### config.mk
export PLATFORM = sky130hd
export DESIGN_NAME = sal_ref_ctrl
export DESIGN_NICKNAME = d
export VERILOG_FILES = /design/src/rtl/sal_ref_ctrl_pkg.sv /design/src/rtl/sal_ref_ctrl_timing_cntr.sv /design/src/rtl/sal_ref_ctrl.sv
export SDC_FILE = /design/constraint.sdc
export NUM_CORES = 1
export LEC_CHECK = 0
export CAP_MARGIN = 30
export CORE_UTILIZATION = 25
export CTS_CLUSTER_SIZE = 8
export DETAILED_ROUTE_END_ITERATION = 7
export HOLD_SLACK_MARGIN = 0.05
export PLACE_DENSITY = 0.41
export SLEW_MARGIN = 15
export SYNTH_ARGS = -nofsm -noshare
export SYNTH_HDL_FRONTEND = slang
export SYNTH_HIERARCHICAL = 1
export SYNTH_SLANG_ARGS = --single-unit
export TNS_END_PERCENT = 100
### constraint.sdc
create_clock -name clk -period 2.6 [get_ports clk]
set_input_delay 0.52 -clock clk [delete_from_list [all_inputs] [get_ports clk]]
set_output_delay 0.52 -clock clk [all_outputs]
set_load 0.05 [all_outputs]
### src/rtl/sal_ref_ctrl_pkg.sv
// Shared DDR refresh parameters and helpers for the refresh manager slice.
package sal_ref_ctrl_pkg;

    localparam int unsigned T_REFI_WIDTH = 16;
    localparam int unsigned T_RFC_WIDTH  = 10;
    localparam int unsigned REF_PEND_MAX = 8;
    localparam int unsigned PEND_WIDTH   = 4;

    // Legal credit limits are 1..15; out-of-range values are pinned to the nearest bound.
    function automatic logic [PEND_WIDTH-1:0] clamp_pend_max(input int unsigned m);
        logic [PEND_WIDTH-1:0] r;
        if (m < 1) begin
            r = 4'd1;
        end else if (m > 15) begin
            r = 4'd15;
        end else begin
            r = m[PEND_WIDTH-1:0];
        end
        return r;
    endfunction

endpackage

### src/rtl/sal_ref_ctrl_timing_cntr.sv
// Reloadable down-counter: loads reset_value_i on reset_cmd_i, then counts to zero and holds.
module sal_timing_cntr #(
    parameter int unsigned WIDTH = 10
) (
    input  logic             clk,
    input  logic             rst_n,
    input  logic             reset_cmd_i,
    input  logic [WIDTH-1:0] reset_value_i,
    output logic             is_zero_o
);

    logic [WIDTH-1:0] cnt;

    // Load on command, otherwise decrement until zero.
    always_ff @(posedge clk or negedge rst_n) begin
        if (!rst_n) begin
            cnt <= '0;
        end else if (reset_cmd_i) begin
            cnt <= reset_value_i;
        end else if (cnt != '0) begin
            cnt <= cnt - 1'b1;
        end
    end

    assign is_zero_o = (cnt == '0);

endmodule

### src/rtl/sal_ref_ctrl.sv
// All-bank refresh manager: tREFI credit accounting, bank drain, REF request and tRFC hold-off.
module sal_ref_ctrl
    import sal_ref_ctrl_pkg::*;
#(
    parameter int unsigned BK_CNT     = 4,
    parameter int unsigned REFI_WIDTH = T_REFI_WIDTH,
    parameter int unsigned RFC_WIDTH  = T_RFC_WIDTH,
    parameter int unsigned PEND_MAX   = REF_PEND_MAX
) (
    input  logic                  clk,
    input  logic                  rst_n,
    input  logic                  ref_en_i,
    input  logic [REFI_WIDTH-1:0] t_refi_m1_i,
    input  logic [RFC_WIDTH-1:0]  t_rfc_m1_i,
    input  logic [BK_CNT-1:0]     bk_idle_i,
    input  logic                  ref_gnt_i,
    output logic                  block_act_o,
    output logic                  ref_req_o,
    output logic [3:0]            pend_cnt_o,
    output logic                  ovf_o
);

    typedef enum logic [1:0] {IDLE, DRAIN, REQ, RFC} ref_state_t;

    localparam logic [PEND_WIDTH-1:0] PEND_LIM = clamp_pend_max(PEND_MAX);

    ref_state_t              state;
    ref_state_t              state_next;
    logic [REFI_WIDTH-1:0]   refi_cnt;
    logic                    armed;
    logic                    tick;
    logic                    gnt_acc;
    logic [PEND_WIDTH-1:0]   pend;
    logic [PEND_WIDTH-1:0]   pend_next;
    logic                    ovf_set;
    logic                    ovf;
    logic                    rfc_zero;
    logic                    all_idle;

    assign all_idle = &bk_idle_i;
    assign gnt_acc  = ref_req_o & ref_gnt_i;

    // The counter leaves reset at 0; 'armed' keeps that first reload from counting as a tick,
    // so the first obligation arrives a full tREFI after reset release.
    assign tick = ref_en_i & armed & (refi_cnt == '0);

    // tREFI auto-reload down-counter, parked at the reload value while refresh is disabled.
    always_ff @(posedge clk or negedge rst_n) begin
        if (!rst_n) begin
            refi_cnt <= '0;
            armed    <= 1'b0;
        end else begin
            armed <= 1'b1;
            if (!ref_en_i || refi_cnt == '0) begin
                refi_cnt <= t_refi_m1_i;
            end else begin
                refi_cnt <= refi_cnt - 1'b1;
            end
        end
    end

    // Credit update: +tick, -grant, saturating at the limit with overflow flagged.
    always_comb begin
        pend_next = pend;
        ovf_set   = 1'b0;
        case ({tick, gnt_acc})
            2'b10: begin
                if (pend == PEND_LIM) begin
                    ovf_set = 1'b1;
                end else begin
                    pend_next = pend + 4'd1;
                end
            end
            2'b01: begin
                if (pend != '0) begin
                    pend_next = pend - 4'd1;
                end
            end
            default: pend_next = pend;
        endcase
    end

    // Credit register and sticky overflow flag.
    always_ff @(posedge clk or negedge rst_n) begin
        if (!rst_n) begin
            pend <= '0;
            ovf  <= 1'b0;
        end else begin
            pend <= pend_next;
            if (ovf_set) begin
                ovf <= 1'b1;
            end
        end
    end

    // tRFC window starts on the grant cycle.
    sal_timing_cntr #(
        .WIDTH (RFC_WIDTH)
    ) u_rfc_cntr (
        .clk           (clk),
        .rst_n         (rst_n),
        .reset_cmd_i   (gnt_acc),
        .reset_value_i (t_rfc_m1_i),
        .is_zero_o     (rfc_zero)
    );

    // Refresh sequencer state register.
    always_ff @(posedge clk or negedge rst_n) begin
        if (!rst_n) begin
            state <= IDLE;
        end else begin
            state <= state_next;
        end
    end

    // Next-state and Moore outputs.
    always_comb begin
        state_next  = state;
        block_act_o = 1'b0;
        ref_req_o   = 1'b0;
        case (state)
            IDLE: begin
                if (ref_en_i && pend != '0 && (pend == PEND_LIM || all_idle)) begin
                    state_next = DRAIN;
                end
            end
            DRAIN: begin
                block_act_o = 1'b1;
                if (all_idle) begin
                    state_next = REQ;
                end
            end
            REQ: begin
                block_act_o = 1'b1;
                ref_req_o   = 1'b1;
                if (ref_gnt_i) begin
                    state_next = RFC;
                end
            end
            RFC: begin
                block_act_o = 1'b1;
                if (rfc_zero) begin
                    state_next = (pend != '0 && ref_en_i) ? DRAIN : IDLE;
                end
            end
            default: state_next = IDLE;
        endcase
    end

    assign pend_cnt_o = pend;
    assign ovf_o      = ovf;

    a_banks_idle_in_req: assert property (
        @(posedge clk) disable iff (!rst_n) (state == REQ) |-> all_idle
    );

endmodule
# Word-level counts from Yosys, hierarchy flattened
# Cells that the tools add are included.
word_totals:
  regBits: 34
  inputBits: 34
  output_inout_bits: 7
  wordCells: 57
classes:
  addsub: 4
  eq_ne: 12
  mux: 16
  bitwise_logic: 3
  reduce_logical: 16
ops:
  columns: ["operator", "count"]
  rows:
  - ["10-bit two-way mux", 2]
  - ["16-bit zero test", 1]
  - ["16-bit two-way mux", 1]
  - ["16-bit by 1-bit subtractor with 16-bit output (second input constant)", 1]
  - ["2-bit inequality test (second input constant)", 6]
  - ["10-bit zero test", 1]
  - ["10-bit nonzero test", 1]
  - ["10-bit by 1-bit subtractor with 10-bit output (second input constant)", 1]
  - ["2-bit two-way mux", 4]
  - ["4-bit two-way mux", 2]
  - ["2-bit one-hot mux with 4 select lines", 1]
  - ["4-bit one-hot mux with 2 select lines", 1]
  - ["4-bit AND reduction", 2]
  - ["2-bit == test (second input constant)", 3]
  - ["1-bit two-way mux", 5]
  - ["4-bit by 1-bit adder with 4-bit output (second input constant)", 1]
  - ["2-bit by 1-bit == test with 1-bit output (second input constant)", 2]
  - ["4-bit == test (second input constant)", 1]
  - ["2-bit nonzero test", 2]
  - ["4-bit nonzero test", 1]
  - ["4-bit by 1-bit subtractor with 4-bit output (second input constant)", 1]
  - ["1-bit AND", 3]
  - ["3-bit AND reduction", 1]
  - ["3-bit OR reduction", 1]
  - ["4 further kinds", 6]

# Longest topological paths before layout
# Gate-level depths: netlist (run 1).
depth:
  depth_word: 6
  depth_mapped: 11
  ltp_nobuf: 11

# By module
# Netlist (run 1), hierarchy kept.
modules_own_cells:
  columns: ["module", "instances", "cells_each", "area_per_inst_um2", "seq_area_each_um2"]
  rows:
  - ["sal_ref_ctrl", 1, 153, 1447.6, 600.6]
  - ["sal_timing_cntr", 1, 67, 594.3, 250.2]

# Least setup slack after synthesis (run 1)
# Ideal clock, no wire load.
synth_path:
  path_type: "reg-to-reg"
  from: "reg state[0]"
  to: "reg pend[2] (netlist: pend_cnt_o[2])"
  setup_ns: 0.147
  arrival_ns: 2.243
  required_ns: 2.453
  path_slack_ns: 0.210
  path_stages_with_launch: 12
  n_path_buf: 0
  synth_period_minus_slack_ns: 2.390
  path_cell_list: "dfrtp_1 inv_1 ha_1 nand2_1 inv_1 o21ai_0 xnor2_1 ha_1 nand4_1 a2bb2oi_1 a22oi_2 xor2_1"
synth_between:
  elab_chain_cells: 6
  elab_cells_between_ends: 10
  cone_classes: "5 x eq/ne; 2 x mux; 1 x bitwise; 2 x reduce/logical"
synth_rtl:
  columns: ["item", "line", "source"]
  rows:
  - ["start: declaration", "sal_ref_ctrl.sv:27", "ref_state_t state;"]
  - ["start signal: assignment", "sal_ref_ctrl.sv:112", "state <= state_next;"]
  - ["2-bit == test (*)", "sal_ref_ctrl.sv:121", "case (state)"]
  - ["1-bit two-way mux (*)", "sal_ref_ctrl.sv:121", null]
  - ["net ref_req_o", "sal_ref_ctrl.sv:18", "output logic ref_req_o,"]
  - ["1-bit AND (*)", "sal_ref_ctrl.sv:41", "assign gnt_acc = ref_req_o & ref_gnt_i;"]
  - ["net gnt_acc", "sal_ref_ctrl.sv:32", "logic gnt_acc;"]
  - ["2-bit by 1-bit == test with 1-bit output / 2-bit == test (equally long branches)", "sal_ref_ctrl.sv:66", "case ({tick, gnt_acc})"]
  - ["2-bit inequality test (no line) / 2-bit nonzero test (equally long branches)", null, null]
  - ["3-bit AND reduction (no line)", null, null]
  - ["end signal: assignment", "sal_ref_ctrl.sv:89", "pend <= pend_next;"]
  - ["end: declaration", "sal_ref_ctrl.sv:33", "logic [PEND_WIDTH-1:0] pend;"]
# The timed path passes the listed nets; every way through them passes the cells marked *.
# A chain may end at the register's enable or synchronous reset.

# Worst setup path after layout (run 1)
layout_path:
  from: "reg state[0]"
  to: "out ref_req_o"
layout_between:
  elab_chain_cells: 2
layout_rtl:
  columns: ["item", "line"]
  rows:
  - ["2-bit == test", "sal_ref_ctrl.sv:121"]
  - ["1-bit two-way mux", "sal_ref_ctrl.sv:121"]
  - ["end: declaration", "sal_ref_ctrl.sv:18"]
# No other way between the ends.

==> results of run 1 <==
## flip-flops by register name (all words and copies together) (netlist names)
| register | count |
|---|---|
| refi_cnt | 16 |
| u_rfc_cntr/cnt | 10 |
| pend_cnt_o | 4 |
| state | 2 |
| armed | 1 |
| ovf_o | 1 |
## cell usage after synthesis (2+ instances only)
master and n:
a211oi_1 2, a21oi_1 6, and3_1 2, clkbuf_1 5
dfrtp_1 34, ha_1 9, inv_1 13, mux2i_1 5
nand2_1 36, nand3_1 2, nand3b_1 2, nand4_1 2
nor2_1 15, nor2b_1 5, nor3_1 7, nor4_1 4
nor4_4 2, o211ai_1 2, o21ai_0 21, o31ai_1 2
xnor2_1 10, xor2_1 11
## area by class of cell
type,count,area (µm²),share of cell area (%)
multi-input cells,168,1124,41.63
flip-flops and latches,34,850.8,31.53
repair buffers,47,452.9,16.78
well taps,102,127.6,4.729
clock buffers,6,82.58,3.060
inverters,13,48.80,1.808
clock inverters,2,12.51,0.4636
## worst max-delay path: stages, from the launching register on
cell and delay (ps):
dfrtp_1 420, inv_1 140, ha_1 210, clkdlybuf4s50_1 820
## final timing paths
check                            start           endpoint  slack, ps  cells after the start
min reg2reg                      ovf_o              ovf_o        470                      1
max                           state[0]          ref_req_o        220                      3
max in group asynchronous        rst_n           state[0]       1620                      2
min in group asynchronous        rst_n  u_rfc_cntr/cnt[5]        650                      2
max reg2reg                refi_cnt[0]      pend_cnt_o[2]        270                     11
min                              ovf_o              ovf_o        470                      1
## stage by stage
| step | cell area (µm²) | cells | total power [W] |
|---|---|---|---|
| after CTS | 2699 | 372 | 0.001197 |
| after global placement | 2604 | 364 | 0.0007697 |
| after floorplan | 2042 | 220 | 0.0006774 |
| after detailed placement | 2604 | 364 | 0.0007686 |
| after global routing | 2699 | 372 | 0.001244 |
| final | 2699 | 372 | 0.001171 |
## layer usage
metal | vias up | routed length, µm | share of wire (%) | global-route usage, %
li1 | 861 | - | - | -
met1 | 726 | 2219 | 49 | 14.49
met2 | 33 | 2054 | 46 | 18.21
met3 | 2 | 184 | 4.1 | 2.627
met4 | 0 | 29 | 0.65 | 3.516
met5 | - | 0 | 0 | 0
## kinds of logic (layout without fill, tap and decap cells)
group,count (synthesis),after routing
compound gates,44,44
xor+xnor,21,21
fa+ha+maj,9,9
buf+inv,18,68
flops,34,34
mux,7,7
other cells,1,1
simple gates,86,86
## power by group
| group | total (W) | internal [W] | switching, W |
|---|---|---|---|
| registers | 0.000596 | 0.000557 | 0.0000388 |
| logic | 0.000159 | 0.0000933 | 0.0000654 |
| clock network | 0.000416 | 0.000213 | 0.000203 |
==> qor.yml, run 1 <==
status: "completed"
synth.distinct_cells: 45
finalMaxSlewViolations: 0
p_leak_nw: 1.111
clock_skew_ps: 6.485
post_cts_buffers: 0
fin_setup_tns_ps: 0
via_per_inst: 4.360
clkTransAtPathRegs_ps: 70
synth_top_family_by_area: "simple AND/OR/NAND/NOR gates"
grt_use_total_pct: 11.15
async_flop_share_pct: 100.0
final_cell_mix: "clkdlybuf4s50_1, nand2_1, dfrtp_1"
critPathMaxFanout: 4
ys_warn_count: 6
cts_tree: "built"
num_vias: 1622
cp-start-kind: "flop"
worstMarginPinSlew_ps: 535.0
worstPathRequired_ps: 2080
antenna_found_initial: 0
dp_hpwl_mm: 3.292
yosys.area_share.simple_pct: 23.47
nets: 312
area_delta_synth_final_pct: 32.17
initial_core_util_pct: 26.15
finalHoldViolCount: 0
synth_top_area_share_pct: 41.67
synthAdderAreaFrac_pct: 5.515
maxSlewHeadroom_pct: 64.06
root_buffer: "clkbuf_8"
maxCapViolCount: 0
port_buffers: 40
cts_buffer_depth: 2
critPathKind: "reg2out"
die_h_um: 92.38
ys_seq_area_share_pct: 41.67
finalSetupViolCount: 0
power.density_nw_per_um2: 433.7
fin_ws_ps: 217.2
pre_cts_slack_ps: 210.0
gp_congestion: 0.7231
grt_overflow: 0
fmax_mhz: 419.7
holdBufCountCts: 0
synth_xor_area_share_pct: 9.007
drc_errors: 0
holdWs_ps: 471.0
dr.pass1.iters: 4
drive_gt1_share_pct: 8.889
hold_path.class: "reg2reg"
period_share_pct: 91.65
die_x_um: 92.38
numCtsBuffers: 5
mostFrequentLayoutCell: "clkdlybuf4s50_1"
synthMuxAreaShare_pct: 3.554
cp_data_arrival_time_ps: 1860
cts-htree-levels: 2
clock_latency_ps: 280
yosys_register_bits: 34
io_pins: 41
endpoint_kind: "output port"
fin_crit_ps: 2383
cts-resized-gates: 0
grt_pass1_wl_mm: 7.452
synth.avg_cell_area_um2: 9.282
grt_pass1_vias: 1615
first_iter_violations: 36
postSynthCellCount: 220
ir_drop_v: 0.0001663
core_um2: 7807
grt_max_degree: 35
core.rowCount: 32
cts_sinks: 34
die-area_um2: 8533
synth_compound_area_share_pct: 13.30
netlist_area_um2: 2042
synth_edf_count: 0
antennaDiodeCount: 0
antenna_left: 0
utilization_pct: 34.57
routed_wl_mm: 4.487
syn_nets: 263
fill_cells: 810
synth_flop_cell: "dfrtp_1"
rsz0062_at_grt: "false"
ys_top_cells_by_area: "dfrtp_1, nand2_1, ha_1"
synth_top_area_cell: "dfrtp_1"
wl_per_cell_um: 12.06
Power figures use the tool's default switching activity.
==> run 2: changes to the inputs <==
Settings changed: PLACE_DENSITY 0.41 to 0.56.
==> run 2 against run 1 <==
Compared with the run above:
- sequential share of layout area increased by 0.13 points
- sequential power about the same
- cell count decreased by 0.27%
- clock power decreased by 2%
- global-route usage increased by 0.28 points
- critical path depth unchanged
- critical endpoint unchanged
- largest cell class unchanged
- largest power group unchanged
==> qor.yml, run 2 (synthesis results as in run 1) <==
fill_cells: 826  # +2.0%
num_vias: 1659  # +2.3%
rrSetupSlack_ps: 340  # +70 ps
pwr-share-comb_pct: 13.5  # about the same
antennaDiodeCount: 0  # unchanged
hold_path.class: "reg2reg"
netSwitchingPower_w: 0.0002981  # -2.9%
clockPowerShare_pct: 35.2  # -0.3 points
nets: 311  # -0.32%
die_h_um: 92.38  # unchanged
drc_errors: 0  # unchanged
pre_cts_slack_ps: 174.8  # -35.19 ps
numCtsBuffers: 5  # unchanged
cts_buffer_depth: 2  # unchanged
gp_congestion: 0.7422  # +2.6%
fin_setup_tns_ps: 0  # unchanged
cts_sinks: 34  # unchanged
worstPathRequired_ps: 2080  # about the same
power.density_nw_per_um2: 432.1  # -0.38%
worstMarginPinSlew_ps: 602.3  # +67.31 ps
finalMaxSlewViolations: 0  # unchanged
critPathMaxFanout: 4  # unchanged
status: "completed"
largest_reg_flops: 16  # unchanged
cp-start-kind: "flop"
dp_cells: 363  # -0.27%
grt_use_total_pct: 11.43  # +0.28 points
antenna_found_initial: 0  # unchanged
dp_hpwl_mm: 3.171  # -3.7%
grt_overflow: 0  # unchanged
ir_drop_v: 0.0002064  # +24%
netSwitchingFraction_pct: 25.67  # -0.55 points
dr.pass1.iters: 3  # -1
clkTransAtPathRegs_ps: 80  # about the same
finalSetupViolCount: 0  # unchanged
die_x_um: 92.38  # unchanged
top_register: "refi_cnt"
sequentialPowerShare_pct: 51.4  # +0.5 points
clock_latency_ps: 280  # about the same
grt_pass1_wl_mm: 7.797  # +4.6%
drive_gt1_share_pct: 8.178  # -0.71 points
mostFrequentLayoutCell: "clkdlybuf4s50_1"
die-area_um2: 8533  # unchanged
clock_skew_ps: 8.601  # +2.115 ps
rsz0062_at_grt: "false"
root_buffer: "clkbuf_8"
cts-htree-levels: 2  # unchanged
antenna_left: 0  # unchanged
cts_tree: "built"
p_leak_nw: 1.106  # -0.39%
first_iter_violations: 35  # -2.8%
wl_per_cell_um: 11.85  # -1.7%
routed_wl_mm: 4.398  # -2.0%
maxCapViolCount: 0  # unchanged
area_delta_synth_final_pct: 31.62
io_pins: 41  # unchanged
core_um2: 7807  # unchanged
critPathKind: "reg2out"
fin_crit_ps: 2378  # -4.849 ps
endpoint_kind: "output port"
fin_ws_ps: 222.0  # +4.849 ps
port_buffers: 40  # unchanged
via_per_inst: 4.472  # +2.6%
post_cts_buffers: 0  # unchanged
initial_core_util_pct: 26.15  # unchanged
intPower_w: 0.0008631  # about the same
core.rowCount: 32  # unchanged
cp_data_arrival_time_ps: 1860  # about the same
fmax_mhz: 420.5  # +0.20%
fin_cells: 371  # -0.27%
period_share_pct: 91.46  # -0.19 points
holdWs_ps: 482.7  # +11.73 ps
maxSlewHeadroom_pct: 59.48  # -4.6 points
finalHoldViolCount: 0  # unchanged
grt_pass1_vias: 1718  # +6.4%
final_cell_mix: "clkdlybuf4s50_1, nand2_1, dfrtp_1"
grt_max_degree: 35  # unchanged
==> run 2: worst paths after layout <==
path	from	to	depth (start not counted)
min reg2reg	ovf_o	ovf_o	1
min in group asynchronous	rst_n	u_rfc_cntr/cnt[5]	2
min	ovf_o	ovf_o	1
max reg2reg	refi_cnt[1]	pend_cnt_o[2]	11
max	state[0]	ref_req_o	3
max in group asynchronous	rst_n	refi_cnt[14]	2
==> run 2: power by group through the flow <==
| stage | sequential, W | clock, W | combinational (W) |
|---|---|---|---|
| after floorplan | 0.000601 | 0 | 0.0000760 |
| after global placement | 0.000606 | 0 | 0.000157 |
| after detailed placement | 0.000607 | 0 | 0.000159 |
| after CTS | 0.000597 | 0.000428 | 0.000160 |
| after global routing | 0.000601 | 0.000444 | 0.000179 |
| final | 0.000597 | 0.000408 | 0.000156 |
==> run 2: final cells by class <==
| type | instances | area, µm² | share of cell area (%) |
|---|---|---|---|
| multi-input combinational | 168 | 1124 | 41.81 |
| sequential | 34 | 850.8 | 31.66 |
| timing repair buffer | 46 | 445.4 | 16.57 |
| tap | 102 | 127.6 | 4.749 |
| clock buffer | 7 | 86.33 | 3.212 |
| inverter | 13 | 48.80 | 1.816 |
| clock inverter | 1 | 5.005 | 0.1862 |
==> run 2: worst max-delay path, stage by stage, from the launching register on <==
cell and delay (ps):
dfrtp_1 420, inv_1 140, ha_1 210, clkdlybuf4s50_1 810
==> run 2: layer usage <==
metal / part of all wire (%) / GRT usage (%)
met1: 50 / 15.00
met2: 45 / 18.46
met3: 4.6 / 3.038
met4: 0.59 / 3.125
met5: 0 / 0
==> run 2: stage by stage <==
step,total power [W],area [µm²],utilization [%]
floorplan,0.0006774,2042,-
global placement,0.0007640,2596,33.25
detailed placement,0.0007653,2596,33.25
CTS,0.001185,2688,34.42
global route,0.001224,2688,34.42
finish,0.001161,2688,34.42
==> run 2: what timing repair did <==
item | CTS | global route
setup endpoints to repair | 0 | 1
resized for setup | 0 | 1
endpoints found under the hold margin | 0 | 0
hold buffers | 0 | 0
==> run 3: changes to the inputs <==
Settings changed: CAP_MARGIN 30 to not set, CELL_PAD_IN_SITES_DETAIL_PLACEMENT set to 1, CELL_PAD_IN_SITES_GLOBAL_PLACEMENT set to 1, PLACE_DENSITY 0.56 to 0.66.
==> run 3 against run 2 <==
Compared with the run above:
- clock power is essentially flat
- design area grew 0.28%
- first-iteration DRC count shrank 37%
- register-to-register slack lost 120 ps
- fmax shrank 0.18%
- worst setup slack lost 4.4 ps
- global-route usage grew 0.74 points
- routed wire length grew 8.2%
- cell count grew 0.27%
- sequential share of layout area shrank 0.088 points
- via count grew 3.2%
- critical endpoint is now pend_cnt_o[2]
- largest cell class unchanged
==> qor.yml, run 3 (synthesis results as in run 1) <==
dr.pass1.iters: 2  # -1
cts-htree-levels: 2  # unchanged
finalMaxSlewViolations: 0  # unchanged
r2r-start: "refi_cnt[0]"
numCtsBuffers: 5  # unchanged
first_iter_violations: 22  # -37%
post_cts_buffers: 0  # unchanged
clkTransAtPathRegs_ps: 70  # about the same
rsz0062_at_grt: "false"
endpoint_kind: "flop"
holdWs_ps: 476.4  # -6.231 ps
routed_wl_mm: 4.758  # +8.2%
critPathBufInv: 1  # -1
worstMarginPinSlew_ps: 568.9  # -33.38 ps
grt_pass1_wl_mm: 8.190  # +5.0%
cts_buffer_depth: 2  # unchanged
power.density_nw_per_um2: 432.8  # +0.16%
dr_wl_met3_um: 230  # +14%
mostFrequentLayoutCell: "clkdlybuf4s50_1"
antenna_left: 0  # unchanged
intPower_w: 0.0008650  # +0.21%
grt_use_total_pct: 12.16  # +0.74 points
finalSetupViolCount: 0  # unchanged
area_delta_synth_final_pct: 31.99
cts_sinks: 34  # unchanged
pwr-share-comb_pct: 13.7  # +0.2 points
critPathKind: "reg2reg"
initial_core_util_pct: 26.15  # unchanged
period_share_pct: 91.63  # +0.17 points
root_buffer: "clkbuf_8"
grt_overflow: 0  # unchanged
netSwitchingFraction_pct: 25.84  # +0.17 points
finalHoldViolCount: 0  # unchanged
maxSlewHeadroom_pct: 61.78  # +2.3 points
wl_met1_mm: 2.231  # +0.90%
dp_hpwl_mm: 3.590  # +13%
antennaDiodeCount: 0  # unchanged
final_cell_mix: "clkdlybuf4s50_1, nand2_1, dfrtp_1"
clock_skew_ps: 2.164  # -6.437 ps
sequentialPowerShare_pct: 51.4  # about the same
cp.depth: 11  # +8
fin_crit_ps: 2382  # +4.351 ps
status: "completed"
maxCapViolCount: 0  # unchanged
core.rowCount: 32  # unchanged
port_buffers: 40  # unchanged
netSwitchingPower_w: 0.0003014  # +1.1%
wl_per_cell_um: 12.79  # +7.9%
slowest_delay_ps: 410  # -400 ps
via_per_inst: 4.602  # +2.9%
holdBufCountCts: 0  # unchanged
clock_latency_ps: 280  # about the same
fmax_mhz: 419.8  # -0.18%
gp_congestion: 0.7280  # -1.9%
startpoint: "refi_cnt[0]"
routed.top_layer: "met4"
core_um2: 7807  # unchanged
report.power.total_w: 0.001166  # +0.44%
critPathMaxFanout: 4  # unchanged
cp_common_cell: "ha_1"
drive_gt1_share_pct: 8.519  # +0.34 points
worstRegToRegCells: 11  # unchanged
critPathTopFamily: "compound AO/OA/AOI/OAI gates"
die_x_um: 92.38  # unchanged
grt_max_degree: 35  # unchanged
largest_reg_flops: 16  # unchanged
p_leak_nw: 1.112  # +0.49%
nets: 312  # +0.32%
clockPowerShare_pct: 34.9  # -0.3 points
num_vias: 1712  # +3.2%
grt_pass1_vias: 1793  # +4.4%
die-area_um2: 8533  # unchanged
fin_setup_tns_ps: 0  # unchanged
cts-resized-gates: 0  # unchanged
top_register: "refi_cnt"
cp_data_arrival_time_ps: 2590  # +730 ps
cp_cell_sequence: "inv_1 > ha_1 > nor4b_4 > nand4_2 > o21ai_0 > xnor2_1 > ha_1 > nand4_1 > a2bb2oi_1 > a22oi_2 > xor2_1"
antenna_found_initial: 0  # unchanged
die_h_um: 92.38  # unchanged
min_from: "ovf_o"
hold_path.class: "reg2reg"
fin_ws_ps: 217.7  # -4.351 ps
cp-start-kind: "flop"
ir_drop_v: 0.0002009  # -2.6%
wl_met2_mm: 2.237  # +14%
pre_cts_slack_ps: 173.5  # -1.326 ps
fin_cells: 372  # +0.27%
cts_tree: "built"
dp_cells: 364  # +0.28%
drc_errors: 0  # unchanged
hold_depth: 1  # unchanged
worstPathRequired_ps: 2810  # +730 ps
crit_slowest_cell: "dfrtp_1"
io_pins: 41  # unchanged
run 3: changes by cell type in the layout (fill, tap and decap cells not counted):
cell	previous run	this run
buf_4	6	7
o21ai_0	20	21
o21ai_1	2	1
run 3: path summary, 6_finish.rpt:
| kind | to | slack (ps) |
|---|---|---|
| max in group asynchronous | u_rfc_cntr/cnt[5] | 1620 |
| min in group asynchronous | refi_cnt[9] | 650 |
| min | ovf_o | 480 |
| max | pend_cnt_o[2] | 220 |
| min reg2reg | ovf_o | 480 |
| max reg2reg | pend_cnt_o[2] | 220 |
run 3: per-layer routing:
metal | vias to the layer above | track usage, %
met4 | 0 | 3.906
met5 | - | 0
met1 | 817 | 15.17
met3 | 4 | 3.120
met2 | 35 | 20.43
li1 | 856 | -
run 3: through the flow:
stage                     area [µm²]  utilization (%)
after floorplan                 2042                -
after global placement          2604            33.35
after detailed placement        2604            33.35
after CTS                       2695            34.52
after global routing            2695            34.52
final                           2695            34.52
run 3: layout make-up:
cell class / count / area, µm²
clock buffers: 7 / 86.33
inverters: 13 / 48.80
clock inverters: 1 / 5.005
fillers: 917 / 5112
well taps: 102 / 127.6
multi-input cells: 168 / 1124
flip-flops and latches: 34 / 850.8
repair buffers: 47 / 452.9
run 3: power by group through the flow:
stage	sequential, W	combinational, W	clock [W]
floorplan	0.000601	0.0000760	0
global placement	0.000607	0.000160	0
detailed placement	0.000610	0.000162	0
CTS	0.000599	0.000164	0.000427
global route	0.000604	0.000179	0.000440
finish	0.000599	0.000160	0.000407
